`config.mk`:
```
export PLATFORM = sky130hd
export DESIGN_NAME = ins_mem_arbiter_flat
export DESIGN_NICKNAME = d
export VERILOG_FILES = /design/src/rtl/ins_arb_pkg.sv /design/src/rtl/ins_mem_arbiter_if.sv /design/src/rtl/rr_arbiter.sv /design/src/rtl/ins_mem_arbiter.sv /design/src/flat_wrapper.sv
export SDC_FILE = /design/constraint.sdc
export NUM_CORES = 1
export LEC_CHECK = 0
export BUFFER_PORTS_ARGS = -buffer_cell sky130_fd_sc_hd__clkbuf_2
export CAP_MARGIN = 10
export CORE_ASPECT_RATIO = 0.8
export CORE_MARGIN = 2
export CORE_UTILIZATION = 30
export CTS_CLUSTER_SIZE = 40
export DETAILED_ROUTE_END_ITERATION = 12
export PLACE_DENSITY = 0.76
export SETUP_SLACK_MARGIN = 0.05
export SYNTH_ARGS = -nofsm -noshare
export SYNTH_HDL_FRONTEND = slang
export SYNTH_HIERARCHICAL = 1
export SYNTH_SLANG_ARGS = --single-unit
```
`constraint.sdc`:
```
create_clock -name clk -period 2 [get_ports clk]
set_input_delay 0.1 -clock clk [delete_from_list [all_inputs] [get_ports clk]]
set_output_delay 0.1 -clock clk [all_outputs]
set_load 0.03 [all_outputs]
```
`src/rtl/ins_arb_pkg.sv`:
```
// Shared constants and helpers for the instruction-memory arbiter.
// Optional build macro INS_ARB_MERGE_EN is consumed by ins_mem_arbiter.
package ins_arb_pkg;

    localparam int unsigned NUM_CORES_DEF  = 4;
    localparam int unsigned ADDR_WIDTH_DEF = 8;
    localparam int unsigned INS_WIDTH_DEF  = 9;

    // Upper bounds for the generic slice helper below.
    localparam int unsigned MAX_BUS_W  = 1024;
    localparam int unsigned MAX_ADDR_W = 64;

    function automatic int unsigned clog2(input int unsigned n);
        int unsigned r;
        r = 0;
        for (int unsigned v = 1; v < n; v = v << 1) begin
            r++;
        end
        return r;
    endfunction

    function automatic logic [MAX_ADDR_W-1:0] addr_slice(input logic [MAX_BUS_W-1:0] flat,
                                                         input int unsigned idx,
                                                         input int unsigned aw);
        logic [MAX_BUS_W-1:0] sh;
        logic [MAX_BUS_W-1:0] mask;
        sh   = flat >> (idx * aw);
        mask = (MAX_BUS_W'(1) << aw) - MAX_BUS_W'(1);
        return MAX_ADDR_W'(sh & mask);
    endfunction

endpackage

```
`src/rtl/ins_mem_arbiter_if.sv`:
```
// Fetch/memory bundle between cores, arbiter and instruction memory.
// master = cores + memory side, slave = arbiter side.
interface ins_mem_arbiter_if
    import ins_arb_pkg::*;
#(
    parameter int unsigned NUM_CORES  = NUM_CORES_DEF,
    parameter int unsigned ADDR_WIDTH = ADDR_WIDTH_DEF,
    parameter int unsigned INS_WIDTH  = INS_WIDTH_DEF
);
    logic [NUM_CORES-1:0]            req;
    logic [NUM_CORES*ADDR_WIDTH-1:0] pc_addr;
    logic [NUM_CORES-1:0]            grant;
    logic [ADDR_WIDTH-1:0]           mem_addr;
    logic                            mem_rEn;
    logic [INS_WIDTH-1:0]            mem_instruction;
    logic [INS_WIDTH-1:0]            ins_out;
    logic [NUM_CORES-1:0]            ins_valid;

    modport master (
        output req, pc_addr, mem_instruction,
        input  grant, mem_addr, mem_rEn, ins_out, ins_valid
    );

    modport slave (
        input  req, pc_addr, mem_instruction,
        output grant, mem_addr, mem_rEn, ins_out, ins_valid
    );

endinterface

```
`src/rtl/rr_arbiter.sv`:
```
// Round-robin arbiter: searches upward from the last winner, wrapping.
// Pointer resets to N-1 so requester 0 has first priority.
module rr_arbiter
    import ins_arb_pkg::*;
#(
    parameter int unsigned N = 4,
    localparam int unsigned IW = clog2(N)
) (
    input  logic          clk,
    input  logic          rst,
    input  logic [N-1:0]  req,
    input  logic          adv,
    output logic [N-1:0]  grant,
    output logic [IW-1:0] grant_idx
);

    logic [IW-1:0] last_q;
    logic [IW-1:0] cidx;
    int unsigned   cand;
    logic          found;

    always_comb begin
        grant     = '0;
        grant_idx = '0;
        found     = 1'b0;
        cand      = 0;
        cidx      = '0;
        for (int unsigned i = 1; i <= N; i++) begin
            cand = (32'(last_q) + i) % N;
            cidx = IW'(cand);
            if (!found && req[cidx]) begin
                found     = 1'b1;
                grant_idx = cidx;
            end
        end
        if (found && !rst) begin
            grant[grant_idx] = 1'b1;
        end
    end

    always_ff @(posedge clk or posedge rst) begin
        if (rst) begin
            last_q <= IW'(N - 1);
        end else if (adv) begin
            last_q <= grant_idx;
        end
    end

endmodule

```
`src/rtl/ins_mem_arbiter.sv`:
```
// Shares one synchronous-read instruction memory among NUM_CORES fetch ports.
// Define INS_ARB_MERGE_EN to co-grant cores fetching the winner's address.
module ins_mem_arbiter
    import ins_arb_pkg::*;
#(
    parameter int unsigned NUM_CORES  = NUM_CORES_DEF,
    parameter int unsigned ADDR_WIDTH = ADDR_WIDTH_DEF,
    parameter int unsigned INS_WIDTH  = INS_WIDTH_DEF
) (
    input logic               clk,
    input logic               rst,
    ins_mem_arbiter_if.slave  bus
);

    localparam int unsigned IW = clog2(NUM_CORES);

    logic [ADDR_WIDTH-1:0] core_addr [NUM_CORES];
    logic [NUM_CORES-1:0]  rr_grant;
    logic [IW-1:0]         rr_idx;
    logic [NUM_CORES-1:0]  grant_out;
    logic [NUM_CORES-1:0]  valid_q;
    logic [ADDR_WIDTH-1:0] mem_addr_c;
    logic                  any_live;

    assign any_live = (|bus.req) & ~rst;

    for (genvar g = 0; g < NUM_CORES; g++) begin : g_addr
        assign core_addr[g] =
            ADDR_WIDTH'(addr_slice(MAX_BUS_W'(bus.pc_addr), g, ADDR_WIDTH));
    end

    rr_arbiter #(
        .N (NUM_CORES)
    ) u_rr (
        .clk       (clk),
        .rst       (rst),
        .req       (bus.req),
        .adv       (any_live),
        .grant     (rr_grant),
        .grant_idx (rr_idx)
    );

    assign mem_addr_c = any_live ? core_addr[rr_idx] : '0;

    for (genvar g = 0; g < NUM_CORES; g++) begin : g_merge
`ifdef INS_ARB_MERGE_EN
        // Lock-step cores share the winner's read; pointer still follows rr_idx.
        assign grant_out[g] = rr_grant[g] |
                              (bus.req[g] & any_live & (core_addr[g] == mem_addr_c));
`else
        assign grant_out[g] = rr_grant[g];
`endif
    end

    // Registered valid lines up with the memory's one-cycle read latency.
    always_ff @(posedge clk or posedge rst) begin
        if (rst) begin
            valid_q <= '0;
        end else begin
            valid_q <= grant_out;
        end
    end

    assign bus.grant     = grant_out;
    assign bus.mem_rEn   = any_live;
    assign bus.mem_addr  = mem_addr_c;
    assign bus.ins_out   = bus.mem_instruction;
    assign bus.ins_valid = valid_q;

endmodule

```
`src/flat_wrapper.sv`:
```
// flat-port wrapper written by rule: the top's interface ports become plain ports
module ins_mem_arbiter_flat import ins_arb_pkg::*;
#(
    parameter int unsigned NUM_CORES  = NUM_CORES_DEF,
    parameter int unsigned ADDR_WIDTH = ADDR_WIDTH_DEF,
    parameter int unsigned INS_WIDTH  = INS_WIDTH_DEF
)
  (clk, rst, bus_req, bus_pc_addr, bus_mem_instruction, bus_grant, bus_mem_addr, bus_mem_rEn, bus_ins_out, bus_ins_valid);
  ins_mem_arbiter_if #(.NUM_CORES(NUM_CORES), .ADDR_WIDTH(ADDR_WIDTH), .INS_WIDTH(INS_WIDTH)) bus_i ();
  input logic clk;
  input logic rst;
  input wire logic [$bits(bus_i.req)-1:0] bus_req;
  input wire logic [$bits(bus_i.pc_addr)-1:0] bus_pc_addr;
  input wire logic [$bits(bus_i.mem_instruction)-1:0] bus_mem_instruction;
  output wire logic [$bits(bus_i.grant)-1:0] bus_grant;
  output wire logic [$bits(bus_i.mem_addr)-1:0] bus_mem_addr;
  output wire logic [$bits(bus_i.mem_rEn)-1:0] bus_mem_rEn;
  output wire logic [$bits(bus_i.ins_out)-1:0] bus_ins_out;
  output wire logic [$bits(bus_i.ins_valid)-1:0] bus_ins_valid;
  assign bus_i.req = bus_req;
  assign bus_i.pc_addr = bus_pc_addr;
  assign bus_i.mem_instruction = bus_mem_instruction;
  assign bus_grant = bus_i.grant;
  assign bus_mem_addr = bus_i.mem_addr;
  assign bus_mem_rEn = bus_i.mem_rEn;
  assign bus_ins_out = bus_i.ins_out;
  assign bus_ins_valid = bus_i.ins_valid;
  ins_mem_arbiter #(.NUM_CORES(NUM_CORES), .ADDR_WIDTH(ADDR_WIDTH), .INS_WIDTH(INS_WIDTH)) u_core (.clk(clk), .rst(rst), .bus(bus_i));
endmodule
```
==> summary.md <==
| Metric | Value |
|---|---|
| Outcome | `finished, violations left` |
| Failing checks | `negative setup slack` |
| Vias | `687` |
| RePlAce Congestion | `0.811` |
| Critical path endpoint category | `primary output` |
| Clock Skews | `between 8 and 9 ps` |
| Largest buffer count on any clock path | `2` |
| Post-layout util | `59.7%` |
| Post-detailed-route wirelength per cell | `14.0 µm` |
| PwrDens | `821 nW/µm²` |
| Least-Margin Pin Slew | `~450 ps` |
| Source of the worst hold timing path | `bus_mem_instruction[8]` |
| Total Wirelength | `1970 µm` |
| Worst hold stages | `0` |
| Drt first pass iters | `4` |
| Initial DRC count | `8` |
| Largest net degree at the start of global routing | `14` |
| Latest clock arrival within the worst-skew pair | `240 ps` |
| Share of layout cells above drive strength 1 | `82.1%` |
| CP Max Fanout | `4` |
| # nets final | `approximately 170` |
| Initial core utilization | `32.9%` |
| GRT Resource Usage Total | `16.0%` |
| Pint | `0.589 mW` |
| Final critical-path required period | `2260 ps` |
| CTS tree | `built` |
| Critical Path Start Type | `register` |
| Htree depth | `1` |
| Die X | `roughly 56 µm` |
| Drt drc | `0` |
| Reg2Reg Setup Slack | `350 ps` |
| NetSw | `0.364 mW` |
| Root buffer cell | `clkbuf_4` |
| Inst Count DP | `132` |
| Core Region | `1940 µm²` |
| Combinational Power Share | `70.1%` |
| Hold Fails Final Rpt | `0` |
| Cell Count, Final, Fillers Out | `~140` |
| Worst R2R Path Depth | `8` |
| Switching Fraction | `38.2%` |
| Clk sinks | `6` |
| Routed Antenna Nets | `0` |
| Flop pwr share | `17.6%` |
| Avg Cell Area, Syn | `10.5 µm²` |
| Mapped Area | `641 µm²` |
| Slew headroom | `70.0%` |
| HP Class | `in2out` |
| Post-Synthesis Cells | `61` |
| #FFs+latches synth | `6` |
| Die Area | `2520 µm²` |
| # fillers | `154` |
| Period utilization | `113%` |
| Via-per-instance ratio | `4.87` |
| FF-to-FF Start | `u_core/u_rr/last_q[1]` |
| Die height | `~45 µm` |
| R2r endpoint | `u_core/bus.ins_valid[0]` |
| Distinct cells, synth | `25` |
| RSZ-0062 raised after global routing | `yes` |
| Max Clk Rate | `443 MHz` |
| Worst hold endpoint | `bus_ins_out[8]` |
| VDD IR max | `539 µV` |
| # IOs | `73` |
| Synth Net Count | `108` |
| GR Overflow Total | `0` |
| Yosys warnings | `6` |
| Setup Crit Path Kind | `reg2out` |
| Number of max-cap violations | `0` |
| Number of core rows | `14` |
| ANT cells | `0` |
| Clk pwr share | `12.3%` |
| Clock transition at path regs | `40 ps` |
| Inserted Clock Buffers | `3` |
| Vias in the first global route | `729` |
| Final setup fails | `8` |
| Hpwl dp | `approximately 1500 µm` |
| Synthesis-to-finish area growth | `81.2%` |
| Overall Power | `0.953 mW` |
| CP Data Arrival Time | `2160 ps` |
| IO buf count | `54` |
| Leak | `0.567 nW` |
| Beginning of the critical path | `u_core/u_rr/last_q[1]` |
| Post-synthesis sequential area ratio | `23.8%` |
| Final slew viol count | `0` |
| Initial antenna violation count | `0` |
| Setup ws final | `-255 ps` |
| First-pass GRT wire length | `approximately 3100 µm` |
| Req. time, crit path | `1900 ps` |
| Setup TNS | `-1930 ps` |
-- flip-flops by register name, indices dropped and copies added, names as in the netlist --
register	count
u_core/u_rr/last_q	2
u_core/bus.ins_valid	4
-- Yosys cell counts, drive strengths merged --
cell type	count	share of area, %
a21boi	1	1.2
a21o	1	1.4
a21oi	2	2.1
a31oi	1	2.0
and2	1	0.98
and3	8	7.8
buf	11	13
clkbuf	1	0.78
dfrtp	4	16
dfstp	2	8.2
inv	3	1.8
mux2	1	1.8
mux2i	1	1.6
mux4	8	28
nand2	1	0.59
nand2b	4	3.9
nand3b	1	1.2
nor2	7	4.1
o21a	1	1.4
o22a	1	1.4
or4	1	1.2
-- power by group through the flow --
| stage | Sequential (mW) | Combinational [mW] | Clock (mW) |
|---|---|---|---|
| floorplan | 0.191 | 0.377 | 0 |
| global placement | 0.167 | 0.494 | 0 |
| detailed placement | 0.169 | 0.504 | 0 |
| CTS | 0.168 | 0.608 | 0.122 |
| global route | 0.170 | 0.708 | 0.130 |
| finish | 0.168 | 0.668 | 0.117 |
-- area by class of cell --
cell class,instances,area [µm²],share of cell area (%)
Multi-Input combinational cell,40,474,40.8
Timing Repair Buffer,63,453,39.0
Sequential cell,6,153,13.1
Tap cell,24,30.0,2.59
Clock buffer,4,26.3,2.26
Inverter,3,18.8,1.62
Timing Repair inverter,1,6.26,0.539
-- routing by layer --
metal / share of wire (%) / track usage [%]
met5: 0 / 0
met4: 1.5 / 7.32
met3: 6.3 / 2.01
met2: 55 / 31.4
met1: 37 / 17.6
-- cells in the final DEF, fill, tap and decap left out, drive strengths merged, types with 2 or more instances in the layout --
cell	Yosys	routed
nor2	7	7
dfstp	2	2
buf	11	20
nand2b	4	4
mux4	8	8
dfrtp	4	4
and3	8	8
a21oi	2	2
inv	3	4
clkbuf	1	46
-- worst max path at each step --
stage	slack, ps	endpoint	cells past startpoint
final	-260	bus_mem_addr[7]	7
after global routing	-300	bus_mem_addr[7]	7
after global placement	-100	bus_mem_addr[1]	7
after CTS	-260	bus_mem_addr[4]	7
after floorplan	40	bus_mem_addr[0]	7
after detailed placement	-150	bus_mem_addr[4]	7
-- critical path, cell delays in order, from the launching register on --
cell	delay, ps
dfstp_2	560
mux2i_1	190
o22a_1	180
o21a_4	190
inv_4	60
mux4_2	420
and3_4	200
buf_8	130
-- stage by stage --
stage               hold slack (ps)  setup WS [ps]  area [µm²]
global placement                112          -95.6         930
CTS                             200           -263        1110
floorplan                     -59.8           44.1         681
global route                    200           -298        1160
detailed placement              120           -147         930
finish                          200           -255        1160
-- logic make-up after synthesis --
kind of cell           share of synthesized area (%)
DFF                                             23.8
AOI/OAI and AO/OA                               9.38
buffers and inverters                           15.6
and+or+nand+nor                                 19.7
muxes                                           31.4
-- what timing repair did --
item | 4_1_cts | 5_1_grt
gates cloned | 1 | 0
hold buffers | 1 | 0
buffers inserted | 3 | 1
resized for setup | 30 | 22
hold endpoints to repair | 6 | 0
pin swaps | 2 | 4
setup endpoints to repair | 10 | 12
(Power assumes the default switching activity.)
